`config.mk`:
```
export PLATFORM = sky130hd
export DESIGN_NAME = instr_encoder
export DESIGN_NICKNAME = d
export VERILOG_FILES = /design/src/rtl/instruction_utils.sv /design/src/rtl/rv32i_encode_word.sv /design/src/rtl/instr_encoder.sv
export SDC_FILE = /design/constraint.sdc
export NUM_CORES = 1
export LEC_CHECK = 0
export CAP_MARGIN = 15
export CORE_MARGIN = 2
export CORE_UTILIZATION = 47
export CTS_CLUSTER_SIZE = 12
export DETAILED_ROUTE_END_ITERATION = 10
export PLACE_DENSITY = 0.86
export SLEW_MARGIN = 20
export SYNTH_ARGS = -nofsm -noshare
export SYNTH_HDL_FRONTEND = slang
export SYNTH_HIERARCHICAL = 1
export SYNTH_SLANG_ARGS = --single-unit
```
`constraint.sdc`:
```
create_clock -name clk -period 2.85 [get_ports clk]
set_clock_uncertainty 0.05 [all_clocks]
set_input_delay 0.4275 -clock clk [delete_from_list [all_inputs] [get_ports clk]]
set_output_delay 0.4275 -clock clk [all_outputs]
set_load 0.005 [all_outputs]
```
`src/rtl/instruction_utils.sv`:
```
// instruction_utils: shared RV32I definitions for the instruction encoder.
// Holds the instruction-type enum, the instruction-format enum, the
// opcode/funct3/funct7 field constants and the legal immediate ranges.
package instruction_utils;

    typedef enum logic [5:0] {
        INSTR_ILLEGAL, INSTR_LUI, INSTR_AUIPC, INSTR_JAL, INSTR_JALR,
        INSTR_BEQ, INSTR_BNE, INSTR_BLT, INSTR_BGE, INSTR_BLTU, INSTR_BGEU,
        INSTR_LB, INSTR_LH, INSTR_LW, INSTR_LBU, INSTR_LHU,
        INSTR_SB, INSTR_SH, INSTR_SW,
        INSTR_ADDI, INSTR_SLTI, INSTR_SLTIU, INSTR_XORI, INSTR_ORI, INSTR_ANDI,
        INSTR_SLLI, INSTR_SRLI, INSTR_SRAI,
        INSTR_ADD, INSTR_SUB, INSTR_SLL, INSTR_SLT, INSTR_SLTU,
        INSTR_XOR, INSTR_SRL, INSTR_SRA, INSTR_OR, INSTR_AND
    } rv32i_instr_e;

    typedef enum logic [2:0] {FMT_R, FMT_I, FMT_S, FMT_B, FMT_U, FMT_J} instr_format_e;

    localparam logic [6:0] OPCODE_LUI    = 7'b0110111, OPCODE_AUIPC  = 7'b0010111,
                           OPCODE_JAL    = 7'b1101111, OPCODE_JALR   = 7'b1100111,
                           OPCODE_BRANCH = 7'b1100011, OPCODE_LOAD   = 7'b0000011,
                           OPCODE_STORE  = 7'b0100011, OPCODE_OP_IMM = 7'b0010011,
                           OPCODE_OP     = 7'b0110011;

    localparam logic [2:0] FUNCT3_JALR = 3'b000,
                           FUNCT3_BEQ  = 3'b000, FUNCT3_BNE  = 3'b001, FUNCT3_BLT  = 3'b100,
                           FUNCT3_BGE  = 3'b101, FUNCT3_BLTU = 3'b110, FUNCT3_BGEU = 3'b111,
                           FUNCT3_LB   = 3'b000, FUNCT3_LH   = 3'b001, FUNCT3_LW   = 3'b010,
                           FUNCT3_LBU  = 3'b100, FUNCT3_LHU  = 3'b101,
                           FUNCT3_SB   = 3'b000, FUNCT3_SH   = 3'b001, FUNCT3_SW   = 3'b010,
                           FUNCT3_ADD  = 3'b000, FUNCT3_SLL  = 3'b001, FUNCT3_SLT  = 3'b010,
                           FUNCT3_SLTU = 3'b011, FUNCT3_XOR  = 3'b100, FUNCT3_SR   = 3'b101,
                           FUNCT3_OR   = 3'b110, FUNCT3_AND  = 3'b111;

    localparam logic [6:0] FUNCT7_BASE = 7'b0000000, FUNCT7_SUB  = 7'b0100000,
                           FUNCT7_SRA  = 7'b0100000, FUNCT7_SRAI = 7'b0100000;

    localparam int signed IMM12_MIN = -2048,    IMM12_MAX = 2047;
    localparam int signed SHAMT_MAX = 31;
    localparam int signed IMM_B_MIN = -4096,    IMM_B_MAX = 4094;
    localparam int signed IMM_J_MIN = -1048576, IMM_J_MAX = 1048574;

endpackage

```
`src/rtl/rv32i_encode_word.sv`:
```
// rv32i_encode_word: combinational packer from a decoded RV32I instruction
// to its 32-bit machine word.
//   instr_type, rd, rs1, rs2, imm : decoded instruction
//   word    : encoded word (0 for illegal types; out-of-range imm is truncated)
//   illegal : instr_type is not an encodable instruction
//   imm_err : immediate is outside the range its format can hold
module rv32i_encode_word
    import instruction_utils::*;
(
    input  rv32i_instr_e instr_type,
    input  logic [4:0]   rd,
    input  logic [4:0]   rs1,
    input  logic [4:0]   rs2,
    input  logic [31:0]  imm,
    output logic [31:0]  word,
    output logic         illegal,
    output logic         imm_err
);
    instr_format_e      fmt;
    logic [6:0]         op, f7;
    logic [2:0]         f3;
    logic               shift, imm_ok;
    logic signed [31:0] simm;

    assign simm = imm;

    always_comb begin
        fmt = FMT_I; op = OPCODE_OP_IMM; f3 = FUNCT3_ADD; f7 = FUNCT7_BASE; shift = 1'b0; illegal = 1'b0;
        case (instr_type)
            INSTR_LUI:   begin fmt = FMT_U; op = OPCODE_LUI; end
            INSTR_AUIPC: begin fmt = FMT_U; op = OPCODE_AUIPC; end
            INSTR_JAL:   begin fmt = FMT_J; op = OPCODE_JAL; end
            INSTR_JALR:  begin op = OPCODE_JALR; f3 = FUNCT3_JALR; end
            INSTR_BEQ:   begin fmt = FMT_B; op = OPCODE_BRANCH; f3 = FUNCT3_BEQ; end
            INSTR_BNE:   begin fmt = FMT_B; op = OPCODE_BRANCH; f3 = FUNCT3_BNE; end
            INSTR_BLT:   begin fmt = FMT_B; op = OPCODE_BRANCH; f3 = FUNCT3_BLT; end
            INSTR_BGE:   begin fmt = FMT_B; op = OPCODE_BRANCH; f3 = FUNCT3_BGE; end
            INSTR_BLTU:  begin fmt = FMT_B; op = OPCODE_BRANCH; f3 = FUNCT3_BLTU; end
            INSTR_BGEU:  begin fmt = FMT_B; op = OPCODE_BRANCH; f3 = FUNCT3_BGEU; end
            INSTR_LB:    begin op = OPCODE_LOAD; f3 = FUNCT3_LB; end
            INSTR_LH:    begin op = OPCODE_LOAD; f3 = FUNCT3_LH; end
            INSTR_LW:    begin op = OPCODE_LOAD; f3 = FUNCT3_LW; end
            INSTR_LBU:   begin op = OPCODE_LOAD; f3 = FUNCT3_LBU; end
            INSTR_LHU:   begin op = OPCODE_LOAD; f3 = FUNCT3_LHU; end
            INSTR_SB:    begin fmt = FMT_S; op = OPCODE_STORE; f3 = FUNCT3_SB; end
            INSTR_SH:    begin fmt = FMT_S; op = OPCODE_STORE; f3 = FUNCT3_SH; end
            INSTR_SW:    begin fmt = FMT_S; op = OPCODE_STORE; f3 = FUNCT3_SW; end
            INSTR_ADDI:  f3 = FUNCT3_ADD;
            INSTR_SLTI:  f3 = FUNCT3_SLT;
            INSTR_SLTIU: f3 = FUNCT3_SLTU;
            INSTR_XORI:  f3 = FUNCT3_XOR;
            INSTR_ORI:   f3 = FUNCT3_OR;
            INSTR_ANDI:  f3 = FUNCT3_AND;
            INSTR_SLLI:  begin f3 = FUNCT3_SLL; shift = 1'b1; end
            INSTR_SRLI:  begin f3 = FUNCT3_SR; shift = 1'b1; end
            INSTR_SRAI:  begin f3 = FUNCT3_SR; f7 = FUNCT7_SRAI; shift = 1'b1; end
            INSTR_ADD:   begin fmt = FMT_R; op = OPCODE_OP; f3 = FUNCT3_ADD; end
            INSTR_SUB:   begin fmt = FMT_R; op = OPCODE_OP; f3 = FUNCT3_ADD; f7 = FUNCT7_SUB; end
            INSTR_SLL:   begin fmt = FMT_R; op = OPCODE_OP; f3 = FUNCT3_SLL; end
            INSTR_SLT:   begin fmt = FMT_R; op = OPCODE_OP; f3 = FUNCT3_SLT; end
            INSTR_SLTU:  begin fmt = FMT_R; op = OPCODE_OP; f3 = FUNCT3_SLTU; end
            INSTR_XOR:   begin fmt = FMT_R; op = OPCODE_OP; f3 = FUNCT3_XOR; end
            INSTR_SRL:   begin fmt = FMT_R; op = OPCODE_OP; f3 = FUNCT3_SR; end
            INSTR_SRA:   begin fmt = FMT_R; op = OPCODE_OP; f3 = FUNCT3_SR; f7 = FUNCT7_SRA; end
            INSTR_OR:    begin fmt = FMT_R; op = OPCODE_OP; f3 = FUNCT3_OR; end
            INSTR_AND:   begin fmt = FMT_R; op = OPCODE_OP; f3 = FUNCT3_AND; end
            default:     illegal = 1'b1;
        endcase
    end

    assign imm_ok = (fmt == FMT_I && shift)        ? imm <= 32'(SHAMT_MAX)
                  : (fmt == FMT_I || fmt == FMT_S) ? (simm >= IMM12_MIN && simm <= IMM12_MAX)
                  : fmt == FMT_B ? (!imm[0] && simm >= IMM_B_MIN && simm <= IMM_B_MAX)
                  : fmt == FMT_J ? (!imm[0] && simm >= IMM_J_MIN && simm <= IMM_J_MAX)
                  : fmt == FMT_U ? imm[11:0] == 12'd0
                  : 1'b1;

    assign imm_err = !illegal && !imm_ok;

    assign word = illegal                  ? 32'h0000_0000
                : fmt == FMT_R             ? {f7, rs2, rs1, f3, rd, op}
                : (fmt == FMT_I && shift)  ? {f7, imm[4:0], rs1, f3, rd, op}
                : fmt == FMT_I             ? {imm[11:0], rs1, f3, rd, op}
                : fmt == FMT_S             ? {imm[11:5], rs2, rs1, f3, imm[4:0], op}
                : fmt == FMT_B             ? {imm[12], imm[10:5], rs2, rs1, f3, imm[4:1], imm[11], op}
                : fmt == FMT_U             ? {imm[31:12], rd, op}
                : {imm[20], imm[10:1], imm[11], imm[19:12], rd, op};

endmodule

```
`src/rtl/instr_encoder.sv`:
```
// instr_encoder: streams decoded RV32I instructions into instruction memory
// as encoded words at consecutive word addresses, flagging bad input.
//   clk, rst                  : clock, synchronous active-high reset
//   start                     : begin a program (clears address and errors)
//   in_valid/in_ready         : instruction handshake; in_type, in_rd, in_rs1,
//                               in_rs2, in_imm, in_last describe the instruction
//   mem_we/mem_ready          : write handshake; mem_addr, mem_wdata held until taken
//   done                      : program finished
//   err_illegal/err_imm/err_full : sticky error flags
//   err_addr                  : address of the first word flagged illegal or bad-imm
module instr_encoder
    import instruction_utils::*;
#(
    parameter int ADDR_W = 10
) (
    input  logic              clk,
    input  logic              rst,
    input  logic              start,
    input  logic              in_valid,
    output logic              in_ready,
    input  rv32i_instr_e      in_type,
    input  logic [4:0]        in_rd,
    input  logic [4:0]        in_rs1,
    input  logic [4:0]        in_rs2,
    input  logic [31:0]       in_imm,
    input  logic              in_last,
    output logic              mem_we,
    input  logic              mem_ready,
    output logic [ADDR_W-1:0] mem_addr,
    output logic [31:0]       mem_wdata,
    output logic              done,
    output logic              err_illegal,
    output logic              err_imm,
    output logic              err_full,
    output logic [ADDR_W-1:0] err_addr
);
    typedef enum logic [1:0] {S_IDLE, S_RUN, S_DONE} state_e;

    localparam logic [ADDR_W-1:0] TOP_ADDR = '1;

    state_e            state;
    logic              drain, last_q, ill_q, imm_q;
    logic              wr_done, accept;
    logic [ADDR_W-1:0] accept_addr;
    logic [31:0]       enc_word;
    logic              enc_illegal, enc_imm_err;

    rv32i_encode_word u_encode (
        .instr_type (in_type),
        .rd         (in_rd),
        .rs1        (in_rs1),
        .rs2        (in_rs2),
        .imm        (in_imm),
        .word       (enc_word),
        .illegal    (enc_illegal),
        .imm_err    (enc_imm_err)
    );

    assign in_ready = state == S_RUN && !drain && (!mem_we || mem_ready);
    assign wr_done  = mem_we && mem_ready;
    assign accept   = in_valid && in_ready;
    // A word accepted while the previous one completes lands one address higher.
    assign accept_addr = mem_addr + ADDR_W'(wr_done);

    always_ff @(posedge clk) begin
        if (rst) begin
            state <= S_IDLE; drain <= 1'b0; mem_we <= 1'b0; mem_addr <= '0; mem_wdata <= '0;
            last_q <= 1'b0; ill_q <= 1'b0; imm_q <= 1'b0; done <= 1'b0;
            err_illegal <= 1'b0; err_imm <= 1'b0; err_full <= 1'b0; err_addr <= '0;
        end else if (start) begin
            state <= S_RUN; drain <= 1'b0; mem_we <= 1'b0; mem_addr <= '0; mem_wdata <= '0;
            last_q <= 1'b0; ill_q <= 1'b0; imm_q <= 1'b0; done <= 1'b0;
            err_illegal <= 1'b0; err_imm <= 1'b0; err_full <= 1'b0; err_addr <= '0;
        end else begin
            if (wr_done) begin
                mem_addr    <= mem_addr + 1'b1;
                err_illegal <= err_illegal | ill_q;
                err_imm     <= err_imm | imm_q;
                if (!err_illegal && !err_imm && (ill_q || imm_q))
                    err_addr <= mem_addr;
                if (last_q || mem_addr == TOP_ADDR) begin
                    state    <= S_DONE;
                    done     <= 1'b1;
                    err_full <= err_full | !last_q;
                end
            end
            if (accept) begin
                mem_we    <= 1'b1;
                mem_wdata <= enc_word;
                ill_q     <= enc_illegal;
                imm_q     <= enc_imm_err;
                last_q    <= in_last;
                drain     <= in_last || accept_addr == TOP_ADDR;
            end else if (wr_done) begin
                mem_we <= 1'b0;
            end
        end
    end

endmodule
```
# Word-level counts from Yosys, hierarchy flattened
# Index checks and enable logic that the tools add are counted.
[totals]
output_inout_bits = 58
register_bits = 62
[classes]
magnitude_cmp = 7
bitwise = 3
add_sub_neg = 2
muxes = 23
reduce_logical = 49
eq_ne = 45
[op_table]
columns = ["op", "n"]
rows = [
  ["2-to-1 mux 32 bit", 7],
  ["equality test 6 x 5 -> 1 bit (second input constant)", 16],
  ["case mux 7 bit (8 select lines)", 1],
  ["equality test 6 x 4 -> 1 bit (second input constant)", 8],
  ["OR reduction 37 bit", 1],
  ["equality test 6 bit (second input constant)", 6],
  [">= comparator 32 x 12 -> 1 bit (second input constant)", 1],
  [">= comparator 32 x 13 -> 1 bit (second input constant)", 1],
  [">= comparator 32 x 21 -> 1 bit (second input constant)", 1],
  ["less-or-equal comparator 32 x 12 -> 1 bit (second input constant)", 1],
  ["less-or-equal comparator 32 x 13 -> 1 bit (second input constant)", 1],
  ["less-or-equal comparator 32 x 21 -> 1 bit (second input constant)", 1],
  ["less-or-equal comparator 32 x 5 -> 1 bit (second input constant)", 1],
  ["equality test 6 x 3 -> 1 bit (second input constant)", 4],
  ["case mux 3 bit (7 select lines)", 1],
  ["equality test 10 bit (second input constant)", 2],
  ["case mux 3 bit (5 select lines)", 1],
  ["OR reduction 3 bit", 5],
  ["logical AND 1 bit", 13],
  ["equality test 6 x 2 -> 1 bit (second input constant)", 2],
  ["zero test 12 bit", 1],
  ["2-to-1 mux 1 bit", 12],
  ["OR reduction 6 bit", 2],
  ["adder 10 x 1 -> 10 bit", 1],
  ["other kinds (17)", 39],
]

# Logic depth before layout (Yosys ltp)
[depth]
ltp_word = 11
depth_mapped = 10
depth_no_buf = 8

# By module
# The synthesis kept the hierarchy.
[by_module_without_submodules]
columns = ["module", "cells_each", "instances", "seq_area_each_um2", "area_per_inst_um2"]
rows = [
  ["instr_encoder", 289, 1, 1241.2, 2398.6],
  ["rv32i_encode_word", 236, 1, 0.0, 1403.8],
]

# Worst setup path before layout
# No wires, ideal clock.
[synth_path]
path_type = "input port to flip-flop"
start = "input port in_type[2]"
end = "register mem_wdata[30]"
cell_stages = 9
setup_time_ns = 0.132
setup_slack_ns = 0.640
arrival_ns = 2.028
cell_sequence = "buf_2 -> or4_4 -> or2_1 -> buf_6 -> nor2_2 -> nor2_1 -> o32a_1 -> nand2_1 -> a21oi_1"
[synth_between]
elab_chain_cells = 11
elab_cells_between_ends = 60
classes_between = "41 x eq/ne; 10 x mux; 9 x reduce/logical"
[synth_rtl]
columns = ["element", "line", "source"]
rows = [
  ["start, declared", "instr_encoder.sv:21", "input rv32i_instr_e in_type,"],
  ["equality test 6 x 5 -> 1 bit (tied with other cells)", "rv32i_encode_word.sv:29", "case (instr_type)"],
  ["OR reduction 10 bit (no source line) (tied with other cells)", "n/a", ""],
  ["case mux 3 bit (5 select lines)", "rv32i_encode_word.sv:29", ""],
  ["equality test 3 bit", "rv32i_encode_word.sv:86", ": fmt == FMT_U ? {imm[31:12], rd, op}"],
  ["2-to-1 mux 32 bit", "rv32i_encode_word.sv:86", ""],
  ["2-to-1 mux 32 bit", "rv32i_encode_word.sv:85", ": fmt == FMT_B ? {imm[12], imm[10:5], rs2, rs1, f3, imm[4:1], imm[11], op}"],
  ["2-to-1 mux 32 bit", "rv32i_encode_word.sv:84", ": fmt == FMT_S ? {imm[11:5], rs2, rs1, f3, imm[4:0], op}"],
  ["2-to-1 mux 32 bit", "rv32i_encode_word.sv:83", ": fmt == FMT_I ? {imm[11:0], rs1, f3, rd, op}"],
  ["2-to-1 mux 32 bit", "rv32i_encode_word.sv:82", ": (fmt == FMT_I && shift) ? {f7, imm[4:0], rs1, f3, rd, op}"],
  ["2-to-1 mux 32 bit", "rv32i_encode_word.sv:81", ": fmt == FMT_R ? {f7, rs2, rs1, f3, rd, op}"],
  ["2-to-1 mux 32 bit (*)", "rv32i_encode_word.sv:80", "assign word = illegal ? 32'h0000_0000"],
  ["via enc_word[30]", "instr_encoder.sv:45", "logic [31:0] enc_word;"],
  ["end signal, assigned", "instr_encoder.sv:89", "mem_wdata <= enc_word;"],
  ["end, declared", "instr_encoder.sv:30", "output logic [31:0] mem_wdata,"],
]
# Mark *: on every way through the listed nets, which the timed path passes. The rest lies on a longest branch.
# A chain may end at the register's enable or synchronous reset.

# Worst setup path in the final report
[layout_path]
start = "input port in_type[3]"
end = "register imm_q"
[layout_between]
elab_chain_cells = 11
elab_cells_between_ends = 59
classes_between = "42 x eq/ne; 7 x mux; 10 x reduce/logical"
[layout_rtl]
columns = ["element", "line", "source"]
rows = [
  ["equality test 6 x 5 -> 1 bit (tied with other cells)", "rv32i_encode_word.sv:29", ""],
  ["OR reduction 10 bit (no source line) (tied with other cells)", "n/a", ""],
  ["case mux 3 bit (5 select lines)", "rv32i_encode_word.sv:29", ""],
  ["equality test 3 bit", "rv32i_encode_word.sv:75", ": fmt == FMT_U ? imm[11:0] == 12'd0"],
  ["2-to-1 mux 1 bit", "rv32i_encode_word.sv:75", ""],
  ["2-to-1 mux 1 bit", "rv32i_encode_word.sv:74", ": fmt == FMT_J ? (!imm[0] && simm >= IMM_J_MIN && simm <= IMM_J_MAX)"],
  ["2-to-1 mux 1 bit", "rv32i_encode_word.sv:73", ": fmt == FMT_B ? (!imm[0] && simm >= IMM_B_MIN && simm <= IMM_B_MAX)"],
  ["2-to-1 mux 1 bit", "rv32i_encode_word.sv:72", ": (fmt == FMT_I || fmt == FMT_S) ? (simm >= IMM12_MIN && simm <= IMM12_MAX)"],
  ["2-to-1 mux 1 bit", "rv32i_encode_word.sv:71", "assign imm_ok = (fmt == FMT_I && shift) ? imm <= 32'(SHAMT_MAX)"],
  ["zero test 1 bit", "rv32i_encode_word.sv:78", "assign imm_err = !illegal && !imm_ok;"],
  ["logical AND 1 bit (*)", "rv32i_encode_word.sv:78", ""],
  ["via enc_imm_err", "instr_encoder.sv:46", "logic enc_illegal, enc_imm_err;"],
  ["end signal, assigned", "instr_encoder.sv:91", "imm_q <= enc_imm_err;"],
  ["end, declared", "instr_encoder.sv:42", "logic drain, last_q, ill_q, imm_q;"],
]
# Marked as above.

==> run_results.csv <==
group,metric,value,unit
critical_path,reg2reg_depth,8,
timing,finalHoldViolations,0,
critical_path,cp.arrival,2.68,ns
critical_path,critical_path_class,"input port to register",
synthesis,syn-num-nets,587,
critical_path,cp_cell_sequence,"clkdlybuf4s50_1 > or4_4 > or2_1 > o2111ai_1 > a211oi_1 > o41ai_1 > nand2_1 > a21oi_1",
routing,drc_errors,0,
pwr,max-vdd-ir-drop,0.226,mV
routing,drt_wl_total,13.0,mm
synthesis,synth_edf_count,0,
placement,place_ws,0.0631,ns
synthesis,ys_ff_latch,62,
layout,area_growth,40.9,%
hold_path,holdCritPathClass,"register to register",
cts,clock_path_buffers,2,
critical_path,startpoint_type,"input port",
timing,setup_tns,0,ns
die,rows,32,
pwr,power.density,409,nW/µm²
timing,period_share,85.8,%
timing,fin_ws,0.406,ns
die,die_h,93.9,µm
synthesis,yosys_warnings,6,
synthesis,synth_area_per_cell,7.24,µm²
layout,nets,705,
placement,dp_cells,734,
cts,cts_resized,0,
grt,met2_usage,50.3,%
cts,clkTransAtPathRegs,0.08,ns
grt,grt_use_met3,6.18,%
grt,busiest_layer,"met2",
pwr,seq_power_share,40.2,%
pwr,intPower,1.57,mW
critical_path,critPathCaptureType,"register",
layout,utilization,69.0,%
critical_path,cpMaxStageDelayCell,"or4_4",
routing,viasPerCell,5.89,
cts,htree_levels,3,
synthesis,synth_cells,525,
cts,postCtsSetupBuffers,0,
die,ios,117,
critical_path,cp.required,3.08,ns
routing,via_count,4421,
hold_path,whs_path_depth,2,
timing,slew_headroom,58.9,%
layout,antenna_cells,0,
grt,antenna_found_initial,0,
synthesis,syn_area,3800,µm²
critical_path,cp_max_fo,7,
timing,finalSetupViolCount,0,
die,start_util,49.0,%
critical_path,slowest_delay,0.61,ns
timing,rsz0062_at_grt,"false",
synthesis,ys_seq_area_share,32.6,%
cts,hold_buffers,0,
synthesis,synth_cell_types,70,
grt,overflow,0,
die,core,7770,µm²
cts,cts_made_buffers,9,
layout,drive_gt1_share,9.88,%
routing,drt_iter0_markers,395,
synthesis,synthFlopType,"dfxtp_1",
placement,dp_hpwl,9.51,mm
grt,grtUsageMet1,37.0,%
routing,dr.pass1.iters,6,
placement,placed_area,5130,µm²
die,die_area,8830,µm²
timing,fmax,0.409,GHz
cts,cts_sinks,62,
timing,timing.final.max_slew_violations,0,
placement,place.gp.congestion,0.943,
grt,grt_pass1_vias,4186,
routing,postRouteAntennaNets,0,
outcome,outcome,"finished clean",
cts,insertion_delay,0.36,ns
cts,cts_tree,"built",
layout,final_area,5360,µm²
grt,grt_max_degree,60,
pwr,comb_power_share,18.3,%
cts,cts_root_buf,"clkbuf_8",
placement,port_buffers,116,
pwr,p_sw_share,28.4,%
layout,finalNonFillerCells,750,
synthesis,ys_async_sr_fraction,0,%
die,die_w,93.9,µm
grt,track_usage,29.8,%
job,drv_cap,0,
pwr,total_leakage_power,1.94,nW
timing,worst_slew_pin_slew,0.617,ns
timing,layout_min_cycle_time,2.44,ns
pwr,switchingPower,623,µW
routing,wire_per_inst,17.3,µm
pwr,clkPwrFrac,41.5,%
grt,grt_first_pass_wirelength,20.6,mm
==> worst max-delay path, delay by kind of cell <==
family	cells	cell delay (ns)
AND/OR/NAND/NOR	3	1.07
AO/OA/AOI/OAI	4	0.70
buffers and inverters	1	0.49
==> per-stage QoR <==
| step | hold slack (ns) | total power, mW |
|---|---|---|
| 2_1_floorplan | 0.386 | 1.10 |
| 3_3_place_gp | 0.395 | 1.29 |
| 3_5_place_dp | 0.398 | 1.29 |
| 4_1_cts | 0.409 | 2.19 |
| 5_1_grt | 0.425 | 2.27 |
| 6_report | 0.407 | 2.19 |
==> state kept, by name (all words and copies together) (netlist names) <==
| name | flops |
|---|---|
| last_q | 1 |
| drain | 1 |
| err_imm | 1 |
| err_illegal | 1 |
| err_full | 1 |
| mem_wdata | 32 |
| err_addr | 10 |
| mem_we | 1 |
| state | 2 |
| mem_addr | 10 |
| ill_q | 1 |
| imm_q | 1 |
==> kinds of logic (layout without fill, tap and decap cells) <==
group	after synthesis	in the layout	share of synthesized area (%)
mux	17	17	4.51
flops	62	62	32.6
xor+xnor	11	11	2.53
compound gates	133	133	23.0
fa+ha+maj	3	3	0.987
buf+inv	48	171	5.46
simple gates	251	251	30.8
==> layer usage <==
metal	up-vias	part of all wire, %
li1	2098	-
met1	2068	41
met2	225	49
met3	30	7.6
met4	0	2.0
met5	-	0
==> area by class of cell <==
class	count	area [µm²]
sequential	62	1240
timing repair buffer	143	1360
clock buffer	9	124
clock inverter	7	103
fill	671	2410
tap	102	128
multi-input combinational	415	2350
inverter	12	45.0
==> worst paths after layout <==
| path | from | end | slack (ns) |
|---|---|---|---|
| setup / recovery | in_type[3] | imm_q | 0.41 |
| hold / removal | mem_wdata[11] | mem_wdata[11] | 0.41 |
| setup reg to reg | mem_we | drain | 0.76 |
| hold reg to reg | mem_wdata[11] | mem_wdata[11] | 0.41 |
==> power groups by stage <==
stage | logic, mW | clock network, mW | registers [mW]
floorplan | 0.203 | 0 | 0.899
global placement | 0.386 | 0 | 0.899
detailed placement | 0.390 | 0 | 0.899
CTS | 0.394 | 0.920 | 0.879
global route | 0.432 | 0.959 | 0.880
finish | 0.400 | 0.909 | 0.879
==> cells in the mapped netlist, types with 5 or more instances <==
master    number  share of area (%)
dfxtp_1       62                 33
xnor2_1        8                1.8
inv_1         10               0.99
a21oi_2        6                1.4
nor2_1        53                5.2
nand2_1      111                 11
or3_1          7                1.2
nor2b_1        5               0.82
o21ai_0       18                2.4
clkbuf_1      22                2.2
nand2b_1       9                1.5
nor4_1        13                2.1
nand3_1       13                1.7
nand4_1        9                1.5
a21oi_1       60                7.9
a211oi_1       5               0.99
buf_2         10                1.3
nor3_1         8                1.1
mux2i_1       16                4.2
==> cells in the final DEF, fill, tap and decap left out, types with 9 or more instances in the layout <==
cell             instances
buf_4                   27
o21ai_0                 18
mux2i_1                 16
a21oi_1                 60
nor4_1                  13
nand2_1                111
clkdlybuf4s50_1        116
dfxtp_1                 62
inv_1                   10
nor2_1                  53
nand4_1                  9
nand2b_1                 9
clkbuf_8                 9
nand3_1                 13
(Power assumes the default switching activity.)
